File: config.mk
export PLATFORM = sky130hd
export DESIGN_NAME = audio_dac_multi
export DESIGN_NICKNAME = d
export VERILOG_FILES = /design/src/rtl/audio_dac_multi.sv
export SDC_FILE = /design/constraint.sdc
export NUM_CORES = 1
export LEC_CHECK = 0
export ABC_AREA = 1
export ABC_CLOCK_PERIOD_IN_PS = 5590
export CAP_MARGIN = 20
export CORE_ASPECT_RATIO = 1.2
export CORE_MARGIN = 3
export CORE_UTILIZATION = 55
export CTS_CLUSTER_DIAMETER = 30
export DETAILED_ROUTE_END_ITERATION = 8
export PLACE_DENSITY = 0.79
export SLEW_MARGIN = 0
export SYNTH_ARGS = -nofsm -noshare
export SYNTH_HDL_FRONTEND = slang
export SYNTH_SLANG_ARGS = --single-unit
File: constraint.sdc
create_clock -name clk -period 5.59 [get_ports clk]
set_input_delay 0.559 -clock clk [delete_from_list [all_inputs] [get_ports clk]]
set_output_delay 0.559 -clock clk [all_outputs]
set_load 0.01 [all_outputs]
File: src/rtl/audio_dac_multi.sv
// Multi-channel 1-bit audio DAC: per-channel PWM or first-order sigma-delta modulation,
// fed through a one-deep pending buffer with frame-aligned updates and a sticky underrun flag.
module audio_dac_multi #(
  parameter int unsigned CHANNELS  = 2,
  parameter int unsigned WIDTH     = 9,
  parameter int unsigned MODE      = 0,
  parameter bit          SIGNED_IN = 1'b1
) (
  input  logic                      clk,
  input  logic                      rst,
  input  logic [CHANNELS*WIDTH-1:0] sample_in,
  input  logic                      sample_valid,
  output logic                      sample_ready,
  input  logic [CHANNELS-1:0]       mute,
  input  logic                      underrun_clr,
  output logic [CHANNELS-1:0]       out,
  output logic                      frame_start,
  output logic                      underrun
);

  localparam logic [WIDTH-1:0] Mid      = {1'b1, {(WIDTH-1){1'b0}}};
  localparam logic [WIDTH-1:0] SignFlip = SIGNED_IN ? Mid : '0;

  typedef logic [CHANNELS-1:0][WIDTH-1:0] chan_vec_t;

  logic [WIDTH-1:0]       cnt_q, cnt_d;
  chan_vec_t              pend_q, pend_d;
  logic                   pend_full_q, pend_full_d;
  chan_vec_t              active_q, active_d;
  chan_vec_t              acc_q, acc_d;
  logic [CHANNELS-1:0]    out_q, out_d;
  logic                   fs_q;
  logic                   underrun_q, underrun_d;

  chan_vec_t              conv;
  chan_vec_t              eff;
  logic [CHANNELS-1:0][WIDTH:0] sum;
  logic                   boundary;
  logic                   accept;
  logic                   ur_event;

  assign sample_ready = !pend_full_q && !rst;
  assign boundary     = (cnt_q == '1);
  assign accept       = sample_valid && sample_ready;

  always_comb begin
    cnt_d       = cnt_q + 1'b1;
    pend_d      = pend_q;
    pend_full_d = pend_full_q;
    active_d    = active_q;
    ur_event    = 1'b0;

    for (int n = 0; n < CHANNELS; n++) begin
      conv[n] = sample_in[n*WIDTH +: WIDTH] ^ SignFlip;
    end

    if (boundary) begin
      if (pend_full_q) begin
        active_d    = pend_q;
        pend_full_d = 1'b0;
      end else if (accept) begin
        // Bypass: a sample landing exactly on the boundary goes straight to active.
        active_d = conv;
      end else begin
        ur_event = 1'b1;
      end
    end else if (accept) begin
      pend_d      = conv;
      pend_full_d = 1'b1;
    end

    // A new underrun in the same cycle as a clear leaves the flag set.
    underrun_d = ur_event | (underrun_q & ~underrun_clr);
  end

  always_comb begin
    eff   = '0;
    sum   = '0;
    acc_d = '0;
    out_d = '0;
    for (int n = 0; n < CHANNELS; n++) begin
      eff[n] = mute[n] ? Mid : active_q[n];
      sum[n] = {1'b0, acc_q[n]} + {1'b0, eff[n]};
      if (MODE == 0) begin
        out_d[n] = (cnt_q < eff[n]);
      end else if (mute[n]) begin
        // Accumulator parked at zero; emit the 50% midscale density directly.
        acc_d[n] = '0;
        out_d[n] = cnt_q[0];
      end else begin
        acc_d[n] = sum[n][WIDTH-1:0];
        out_d[n] = sum[n][WIDTH];
      end
    end
  end

  always_ff @(posedge clk) begin
    if (rst) begin
      cnt_q       <= '0;
      pend_q      <= '0;
      pend_full_q <= 1'b0;
      active_q    <= {CHANNELS{Mid}};
      acc_q       <= '0;
      out_q       <= '0;
      fs_q        <= 1'b0;
      underrun_q  <= 1'b0;
    end else begin
      cnt_q       <= cnt_d;
      pend_q      <= pend_d;
      pend_full_q <= pend_full_d;
      active_q    <= active_d;
      acc_q       <= acc_d;
      out_q       <= out_d;
      fs_q        <= boundary;
      underrun_q  <= underrun_d;
    end
  end

  assign out         = out_q;
  assign frame_start = fs_q;
  assign underrun    = underrun_q;

endmodule

* After elaboration in Yosys (flattened, before gate mapping) *
Index checks and enable logic that the tools add are counted.

storage, ports and cells
  bits in registers = 50
  latch bits = 0
  bits in writable memories = 0
  ROM bits = 0
  input port bits = 24
  output and inout port bits = 5
  word-level logic and storage cells = 34
  memories kept = 0

operators by class
  add/subtract/negate cells = 1
  multipliers = 0
  divide/modulo/power cells = 0
  magnitude comparators = 2
  equal/unequal tests = 1
  shift operators = 0
  mux-type cells = 7
  bitwise gates (word level) = 6
  reductions and logical operators = 8

operators with widths
  kind                                         count
  two-way mux 18 bit                           2
  less-than comparator 9 bit                   2
  two-way mux 9 bit                            2
  adder 9 x 1 -> 9 bit, second input constant  1
  equality test 9 bit, second input constant   1
  inverter 1 bit                               4
  AND reduction 2 bit                          2
  two-way mux 1 bit                            3
  logical AND 1 bit                            2
  logical NOT 1 bit                            2
  nonzero test 2 bit                           1
  OR reduction 2 bit                           1
  bitwise AND 1 bit                            1
  OR 1 bit                                     1

* Longest topological paths before layout *
Gate-level depths: netlist of run 1.

  depth in word-level cells = 7
  gate-level depth with buffers = 11
  gate-level depth less buffers = 10

* Least setup slack after synthesis of run 1 *
Ideal clock, no wire load.

  kind = reg2reg
  start = register cnt_q[1]
  end = register pend_q[17] (netlist name)
  library setup time = 0.070 ns
  arrival = 1.697 ns
  required time = 5.520 ns
  setup slack = 3.823 ns
  cell stages (with the launch flop) = 12
  path buffers = 1
  period minus slack after synthesis = 1.767 ns
  cells stage by stage = dfxtp_1 > ha_1 > nand3_1 > nor2_1 > nand3_1 > nor2_1 > ha_1 > inv_2 > nand3_2 > buf_2 > nand2_1 > a21oi_1

on the way
  word-level cells in the longest chain between the ends = 3

ends and longest elaborated chain
  element                               RTL line  text
  from (decl)                           26        logic [WIDTH-1:0] cnt_q, cnt_d;
  from (signal assigned)                108       cnt_q <= cnt_d;
  equality test 9 bit                   43        assign boundary = (cnt_q == '1);
  named net boundary                    38        logic boundary;
  inverter 1 bit (no source line)       n/a
  AND reduction 2 bit (no source line)  n/a
  to (signal assigned)                  109       pend_q <= pend_d;
  to (decl)                             27        chan_vec_t pend_q, pend_d;

The timed path passes the listed nets, and every way through them passes these cells.
A chain may end at the register's enable or synchronous reset.

* Worst setup path in the final report of run 1 *
  start = input port rst
  end = output port sample_ready

on the way
  word-level cells in the longest chain between the ends = 2

ends and longest elaborated chain
  element            RTL line  text
  from (decl)        10        input logic rst,
  logical NOT 1 bit  42        assign sample_ready = !pend_full_q && !rst;
  logical AND 1 bit  42
  to (decl)          13        output logic sample_ready,

Every way passes these cells.

==> results.toml, run 1 <==
[outcome]
status = "finished, final reports clean"

[global_routing]
antenna_found_initial = 0
grt_max_degree = 41
grt.total_usage_pct = 19.3
grt_overflow_total = 0
grt_pass1_vias = 1872
grt_pass1_wl_um = 7990

[die]
dieWidth_um = 66.4
fp.dieArea_mm2 = 0.00522
start_util_pct = 59.3
rows = 25
ios = 29
coreArea_mm2 = 0.00407
die_h_um = 78.5

[final_layout]
utilization_pct = 68.5
fillers = 379
final_nets = 399
area_delta_synth_final_pct = 15.5
n_antenna_cell = 0
drive_gt1_share_pct = 4.19
final-seq-area_mm2 = 0.00100
multi_input_area_mm2 = 0.00120
fin_cells = 412

[sta]
period_share_pct = 45.6
setup_slack_ns = 3.04
final.setup.tns_ns = 0
hold_viol = 0
rsz0062_at_grt = "false"
finalSetupViolCount = 0
final.min_clock_period_ns = 2.55
max_freq_mhz = 393
maxSlewHeadroom_pct = 33.8
maxSlewViolCount = 0
worst_pin_slew_ns = 0.992
finClkSkew_ns = 0.00579

[placement]
dpl.hpwl_um = 3320
pre_cts_slack_ns = 3.05
io_buffers = 28
placedCellCount = 404
place.gp.congestion = 0.797

[worst_setup_path]
end_kind = "primary output"
timing.rr.end = "pend_q[17]$_SDFFE_PP0P_"
cpMostUsedCell = "clkdlybuf4s50_1"
cpPeakStageDelay_ns = 0.64
reg2regPathDepth = 10
worstPathArrival_ns = 1.99
crit_chain = "clkdlybuf4s50_1 > nor2_2 > clkdlybuf4s50_1"
r2r-start = "cnt_q[1]$_SDFF_PP0_"
reg2reg_slack_ns = 3.28
crit_required_ns = 5.03
critPathMaxFanout = 13
path_delay_family = "buffers and inverters"
cp.buffers_inverters = 2
crit_type = "input port to primary output"
critPathLaunchType = "input port"
cp_slowest_cell = "clkdlybuf4s50_1"

[yosys]
synth_top_area_share_pct = 41.5
yosysSeqAreaShare_pct = 41.5
yosys_register_bits = 50
ys.flop_type = "dfxtp_1"
synth_cell_types = 25
syn_area_mm2 = 0.00241
synth_edf_count = 0
syn_nets = 377
synthArstFlopShare_pct = 0
synth_top_cell_by_area = "dfxtp_1"
postSynthAreaPerCell_um2 = 7.20
yosysMostFrequentCell = "nand2_1"
synth.top_cells.by_count = "62 x nand2_1, 51 x nor2_1, 50 x dfxtp_1"
synth.top_cells.by_area = "dfxtp_1 42%, nand2_1 9.7%, ha_1 9.3%"
ys_warn_count = 0
netlist_instances = 335

[clocking]
cts-root-buf = "clkbuf_8"
ctsHtreeMaxLevel = 2
cts_sinks = 50
cts_resized = 0
hold_buffers = 0
cts_setup_buffers = 0
cts_tree = "yes"
clk_latency_ns = 0.30
clk_pin_slew_ns = 0.08
numCtsBuffers = 5
cts.path.max_buffers = 2

[drt]
drtAntennaViolNets = 0
vias_per_cell = 4.96
vias = 2042
drt-initial-drc-count = 57
drt-wirelength-per-cell_um = 11.1
drc = 0
wl_um = 4560
drt-pass1-iter-count = 4

[worst_hold_path]
min_path_cells = 2
min_path_type = "flip-flop to flip-flop"
hp-start = "pend_q[10]$_SDFFE_PP0P_"
whs_endpoint = "pend_q[10]$_SDFFE_PP0P_"

[power_and_ir_drop]
power.density_mw_per_mm2 = 238
cellLeakagePower_nw = 1.18
ir_worst_vdd_uv = 151

[run]
max_cap_viol_count = 0
[per-layer routing]
metal	global-route usage, %	part of all wire, %	vias up
met5	0	0	-
met3	3.15	2.4	6
met1	24.0	48	885
li1	-	-	1126
met2	33.3	48	25
met4	6.71	1.4	0
[through the flow]
step | hold WS [ns] | power, mW | area (µm²)
finish | 0.449 | 0.662 | 2790
global route | 0.471 | 0.698 | 2790
CTS | 0.453 | 0.670 | 2790
detailed placement | 0.440 | 0.459 | 2690
global placement | 0.434 | 0.457 | 2690
floorplan | 0.424 | 0.429 | 2410
[registers in the layout, indices dropped and copies added (netlist names)]
| name | flops |
|---|---|
| active_q | 18 |
| underrun | 1 |
| pend_full_q | 1 |
| out | 2 |
| cnt_q | 9 |
| frame_start | 1 |
| pend_q | 18 |
[worst max path at each step]
stage,startpoint,end,cells after the start
2_1_floorplan,cnt_q[1]$_SDFF_PP0_,pend_q[17]$_SDFFE_PP0P_,11
3_3_place_gp,rst,sample_ready,3
3_5_place_dp,rst,sample_ready,3
4_1_cts,rst,sample_ready,3
5_1_grt,rst,sample_ready,3
6_report,rst,sample_ready,3
[worst min-delay path: cells and delay by family (launching register included)]
| family | cells | cell delay (ns) |
|---|---|---|
| buf+inv | 1 | 0.05 |
| compound gates | 1 | 0.05 |
| flops | 1 | 0.30 |
[final cells by class]
class	instances	area share (%)
Sequential cell	50	35.9
Timing Repair Buffer	28	10.1
Clock buffer	7	3.10
Inverter	36	5.03
Clock inverter	1	0.180
Tap cell	54	2.43
Multi-Input combinational cell	236	43.3
[cell usage in the layout, fill, tap and decap left out, types with 2 or more instances in the layout]
| master | n |
|---|---|
| nand3_1 | 13 |
| clkbuf_8 | 6 |
| nand4_1 | 2 |
| a21oi_1 | 26 |
| dfxtp_1 | 50 |
| nand2_1 | 62 |
| clkdlybuf4s50_1 | 28 |
| o21ai_1 | 13 |
| ha_1 | 18 |
| inv_1 | 32 |
| o21ai_0 | 41 |
| or2_0 | 2 |
| inv_2 | 3 |
| nor2_1 | 51 |
[logic make-up (layout without fill, tap and decap cells)]
group                      Yosys count  in the layout  share of synthesized area, %
and+or+nand+nor                    134            134                          22.7
AOI/OAI and AO/OA                   83             83                          17.6
DFF                                 50             50                          41.5
buffers and inverters               49             72                          8.51
adders and majority gates           18             18                          9.34
xor gates and xnor gates             1              1                         0.363
[power by group]
part	internal, mW	switching [mW]
Clock	0.100	0.112
Combinational	0.0354	0.0412
Sequential	0.368	0.00577
Total	0.503	0.159
Note: power is estimated with default switching activity, not from simulation.
==> inputs of run 2 (changes only) <==
--- a/config.mk
+++ b/config.mk
@@ -6,14 +6,14 @@
 export NUM_CORES = 1
 export LEC_CHECK = 0
 export ABC_AREA = 1
-export ABC_CLOCK_PERIOD_IN_PS = 5590
+export ABC_CLOCK_PERIOD_IN_PS = 2200
 export CAP_MARGIN = 20
 export CORE_ASPECT_RATIO = 1.2
 export CORE_MARGIN = 3
-export CORE_UTILIZATION = 55
+export CORE_UTILIZATION = 50
 export CTS_CLUSTER_DIAMETER = 30
 export DETAILED_ROUTE_END_ITERATION = 8
-export PLACE_DENSITY = 0.79
+export PLACE_DENSITY = 0.76
 export SLEW_MARGIN = 0
 export SYNTH_ARGS = -nofsm -noshare
 export SYNTH_HDL_FRONTEND = slang
==> constraint.sdc (replaced) <==
create_clock -name clk -period 2.2 [get_ports clk]
set_input_delay 0.22 -clock clk [delete_from_list [all_inputs] [get_ports clk]]
set_output_delay 0.22 -clock clk [all_outputs]
set_load 0.01 [all_outputs]
==> run 2 against run 1 <==
Net effect:
- clock skew rose by 0.0010 ns
- critical path type is now flip-flop to flip-flop
- die area rose by 9.1%
- first-iteration DRC count fell by 14%
- cell count rose by 1.9%
- combinational power rose to 2.7 times the previous value
- clock power rose by 130%
- critical path depth rose by 8
- non-clock buffer count rose by 5
- register-to-register slack got worse by 3.0 ns
==> results.toml, run 2 (synthesized netlist as in run 1, its figures left out) <==
[drt]
drt-pass1-iter-count = 4
vias = 2089
drtAntennaViolNets = 0
drc = 0
drt-wirelength-per-cell_um = 10.8
vias_per_cell = 4.97
wl_um = 4560
drt-initial-drc-count = 49

[worst_setup_path]
critPathLaunchType = "flip-flop"
crit_required_ns = 2.38
r2r-start = "cnt_q[1]$_SDFF_PP0_"
startpoint = "cnt_q[1]$_SDFF_PP0_"
end_kind = "flip-flop"
cp.buffers_inverters = 2
crit_type = "flip-flop to flip-flop"
cpPeakStageDelay_ns = 0.39
critPathMaxFanout = 18
crit_chain = "ha_1 > nand3_1 > nor2_1 > nand3_1 > nor2_1 > ha_1 > inv_2 > nand3_2 > buf_4 > or2_0 > a21oi_1"
worstPathArrival_ns = 2.14
cp_slowest_cell = "dfxtp_1"
path_delay_family = "simple AND/OR/NAND/NOR gates"

[clocking]
cts_sinks = 50
ctsHtreeMaxLevel = 2
cts.path.max_buffers = 2
clk_latency_ns = 0.29
cts_setup_buffers = 0
cts_tree = "yes"
cts-root-buf = "clkbuf_8"
numCtsBuffers = 5
hold_buffers = 0
cts_resized = 0
clk_pin_slew_ns = 0.08

[worst_hold_path]
hp-start = "pend_q[4]$_SDFFE_PP0P_"
min_path_type = "flip-flop to flip-flop"

[global_routing]
grt_overflow_total = 0
use_met1_pct = 19.8
grt.total_usage_pct = 16.6
grt_max_degree = 34
grt_pass1_wl_um = 7680
grt_pass1_vias = 1803
antenna_found_initial = 0
globalRoute.busiestLayer = "met2"
grt_use_met2_pct = 30.6
grt_use_met3_pct = 2.94

[sta]
period_share_pct = 89.2
finalSetupViolCount = 0
hold_viol = 0
maxSlewHeadroom_pct = 69.4
final.min_clock_period_ns = 1.96
final.setup.tns_ns = 0
rsz0062_at_grt = "false"
worst_pin_slew_ns = 0.458
max_freq_mhz = 510
maxSlewViolCount = 0
finClkSkew_ns = 0.00683

[die]
coreArea_mm2 = 0.00463
rows = 27
start_util_pct = 52.1
die_h_um = 82.1
fp.dieArea_mm2 = 0.00569
ios = 29
dieWidth_um = 69.4

[final_layout]
final_nets = 404
final-seq-area_mm2 = 0.00100
mostFrequentLayoutCells = "62 x nand2_1, 51 x nor2_1, 50 x dfxtp_1"
top_regs = "active_q (18), pend_q (18), cnt_q (9)"
n_antenna_cell = 0
final_common_cell = "nand2_1"
drive_gt1_share_pct = 4.97
area_delta_synth_final_pct = 16.7
fillers = 430
fin_cells = 420
multi_input_area_mm2 = 0.00120

[power_and_ir_drop]
ir_worst_vdd_uv = 433
power_mw = 1.65
cellLeakagePower_nw = 1.19
power.density_mw_per_mm2 = 587

[placement]
dpl.hpwl_um = 3520
placedCellCount = 413
place.gp.congestion = 0.727
io_buffers = 28

[outcome]
status = "finished, final reports clean"

[run]
max_cap_viol_count = 0
[run 2: cell types whose count changed in the layout (fill, tap and decap cells not counted)]
cell      previous run  this run
buf_4                0         5
clkbuf_1             1         2
clkbuf_8             6         5
clkinv_2             1         0
[run 2: per-layer routing]
layer	part of all wire [%]	vias up
li1	-	1138
met1	47	909
met2	49	38
met3	3.2	4
met4	0.92	0
met5	0	-
[run 2: tightest hold or removal path, stage by stage, from the launching register on]
cell	delay, ns
dfxtp_1	0.30
inv_1	0.05
a21oi_1	0.05
[run 2: metrics by stage]
| step | cell area, µm² | worst slack, ns | hold WS [ns] | utilization, % |
|---|---|---|---|---|
| final | 2810 | 0.238 | 0.446 | 60.8 |
| after global routing | 2810 | 0.00114 | 0.469 | 60.8 |
| after CTS | 2810 | 0.209 | 0.450 | 60.8 |
| after detailed placement | 2740 | 0.232 | 0.439 | 59.1 |
| after global placement | 2740 | 0.310 | 0.431 | 59.1 |
| after floorplan | 2410 | 0.433 | 0.331 | - |
[run 2: report_power, final]
group          switching (mW)  internal [mW]
Combinational           0.109         0.0959
Clock                   0.278          0.220
Sequential             0.0140          0.934
Total                   0.401           1.25
[run 2: final timing paths]
path	slack, ns	cells after the start	to
setup / recovery	0.24	11	pend_q[17]$_SDFFE_PP0P_
hold / removal	0.45	2	pend_q[4]$_SDFFE_PP0P_
setup reg to reg	0.24	11	pend_q[17]$_SDFFE_PP0P_
hold reg to reg	0.45	2	pend_q[4]$_SDFFE_PP0P_
[run 2: final cells by class]
cell class	count	share of cell area, %
multi-input cells	236	42.8
flip-flops and latches	50	35.6
clock buffers	7	2.71
repair buffers	33	11.3
inverters	36	4.98
well taps	58	2.58
==> inputs of run 3 (changes only) <==
--- a/config.mk
+++ b/config.mk
@@ -10,10 +10,10 @@
 export CAP_MARGIN = 20
 export CORE_ASPECT_RATIO = 1.2
 export CORE_MARGIN = 3
-export CORE_UTILIZATION = 50
+export CORE_UTILIZATION = 47
 export CTS_CLUSTER_DIAMETER = 30
 export DETAILED_ROUTE_END_ITERATION = 8
-export PLACE_DENSITY = 0.76
+export PLACE_DENSITY = 0.72
 export SLEW_MARGIN = 0
 export SYNTH_ARGS = -nofsm -noshare
 export SYNTH_HDL_FRONTEND = slang
==> run 3 against run 2 <==
Net effect:
- sequential cell count unchanged
- setup slack improved by 0.013 ns
- clock power increased by 28%
- clock skew increased by 0.0026 ns
- first-iteration DRC count increased by 45%
- die area increased by 5.9%
==> results.toml, run 3 (synthesized netlist as in run 1, its figures left out) <==
[global_routing]
antenna_found_initial = 0
grt.total_usage_pct = 16.2
grt_max_degree = 37
grt_pass1_vias = 1883
grt_overflow_total = 0
grt_pass1_wl_um = 7920

[drt]
drc = 0
drt-initial-drc-count = 71
vias_per_cell = 4.88
drtAntennaViolNets = 0
vias = 2048
drt-wirelength-per-cell_um = 10.8
drt-pass1-iter-count = 4
wl_um = 4540

[clocking]
ctsHtreeMaxLevel = 2
cts_resized = 0
clk_pin_slew_ns = 0.09
cts.path.max_buffers = 2
cts-root-buf = "clkbuf_8"
cts_sinks = 50
cts_setup_buffers = 0
cts_tree = "yes"
numCtsBuffers = 5
hold_buffers = 0
clk_latency_ns = 0.30

[final_layout]
final_common_cell = "nand2_1"
top_regs = "active_q (18), pend_q (18), cnt_q (9)"
final-seq-area_mm2 = 0.00100
mostFrequentLayoutCells = "62 x nand2_1, 51 x nor2_1, 50 x dfxtp_1"
area_delta_synth_final_pct = 18.2
fillers = 453
multi_input_area_mm2 = 0.00120
drive_gt1_share_pct = 5.52
n_antenna_cell = 0
final_nets = 403
fin_cells = 420

[placement]
placedCellCount = 412
place.gp.congestion = 0.776
dpl.hpwl_um = 3400
io_buffers = 28

[die]
die_h_um = 84.5
rows = 27
start_util_pct = 50.6
ios = 29
fp.dieArea_mm2 = 0.00603
coreArea_mm2 = 0.00476
dieWidth_um = 71.4

[worst_setup_path]
end_kind = "flip-flop"
critPathLaunchType = "flip-flop"
critPathMaxFanout = 36
crit_required_ns = 2.39
crit_type = "flip-flop to flip-flop"
worstPathArrival_ns = 2.14

[sta]
hold_viol = 0
period_share_pct = 88.6
rsz0062_at_grt = "false"
worst_pin_slew_ns = 0.442
maxSlewHeadroom_pct = 70.5
final.setup.tns_ns = 0
final.min_clock_period_ns = 1.95
finalSetupViolCount = 0
finClkSkew_ns = 0.00941
max_freq_mhz = 513
maxSlewViolCount = 0

[outcome]
status = "finished, final reports clean"

[run]
max_cap_viol_count = 0

[power_and_ir_drop]
power.density_mw_per_mm2 = 628
cellLeakagePower_nw = 1.21
ir_worst_vdd_uv = 406

[worst_hold_path]
min_path_type = "flip-flop to flip-flop"
-- run 3: cell count changes in the layout (fill, tap and decap cells not counted), sizes merged --
cell    delta
buf        -1
clkinv     +2
clkbuf     -2
bufinv     +1
-- run 3: worst paths after layout --
kind	startpoint	end	slack, ns	depth (start not counted)
max reg2reg	cnt_q[1]$_SDFF_PP0_	pend_q[8]$_SDFFE_PP0P_	0.25	11
min reg2reg	pend_q[9]$_SDFFE_PP0P_	pend_q[9]$_SDFFE_PP0P_	0.45	2
min	pend_q[9]$_SDFFE_PP0P_	pend_q[9]$_SDFFE_PP0P_	0.45	2
max	cnt_q[1]$_SDFF_PP0_	pend_q[8]$_SDFFE_PP0P_	0.25	11
-- run 3: layer usage --
layer  track usage, %  vias to the layer above  wire length (µm)
li1                 -                     1138                 -
met1             19.6                      867              2200
met2             27.3                       35              2080
met3             4.07                        8               168
met4             6.32                        0                87
met5                0                        -                 0
-- run 3: where the power goes --
part / switching, mW / internal, mW / total, mW
sequential: 0.0136 / 0.934 / 0.948
clock: 0.301 / 0.335 / 0.636
combinational: 0.108 / 0.0977 / 0.206
-- run 3: final cells by class --
class / instances / area share [%]
Clock inverter: 3 / 1.40
Multi-Input combinational cell: 236 / 42.3
Sequential cell: 50 / 35.1
Tap cell: 58 / 2.55
Inverter: 36 / 4.92
Clock buffer: 5 / 2.41
Timing Repair Buffer: 32 / 11.3
-- run 3: through the flow --
stage	setup WS (ns)	utilization (%)	power (mW)	instance area [µm²]	hold WS, ns
finish	0.251	59.8	1.79	2850	0.448
global route	0.0345	59.8	1.88	2850	0.467
CTS	0.242	59.8	1.82	2850	0.450
detailed placement	0.274	57.6	1.18	2740	0.436
global placement	0.324	57.6	1.17	2740	0.431
floorplan	0.433	-	1.09	2410	0.331
-- run 3: worst max-delay path: stages (launching register included) --
cell and delay (ns):
dfxtp_1 0.39, ha_1 0.20, nand3_1 0.11, nor2_1 0.15
nand3_1 0.11, nor2_1 0.11, ha_1 0.27, inv_2 0.06
nand3_2 0.09, buf_12 0.18, or2_0 0.12, a21oi_1 0.06
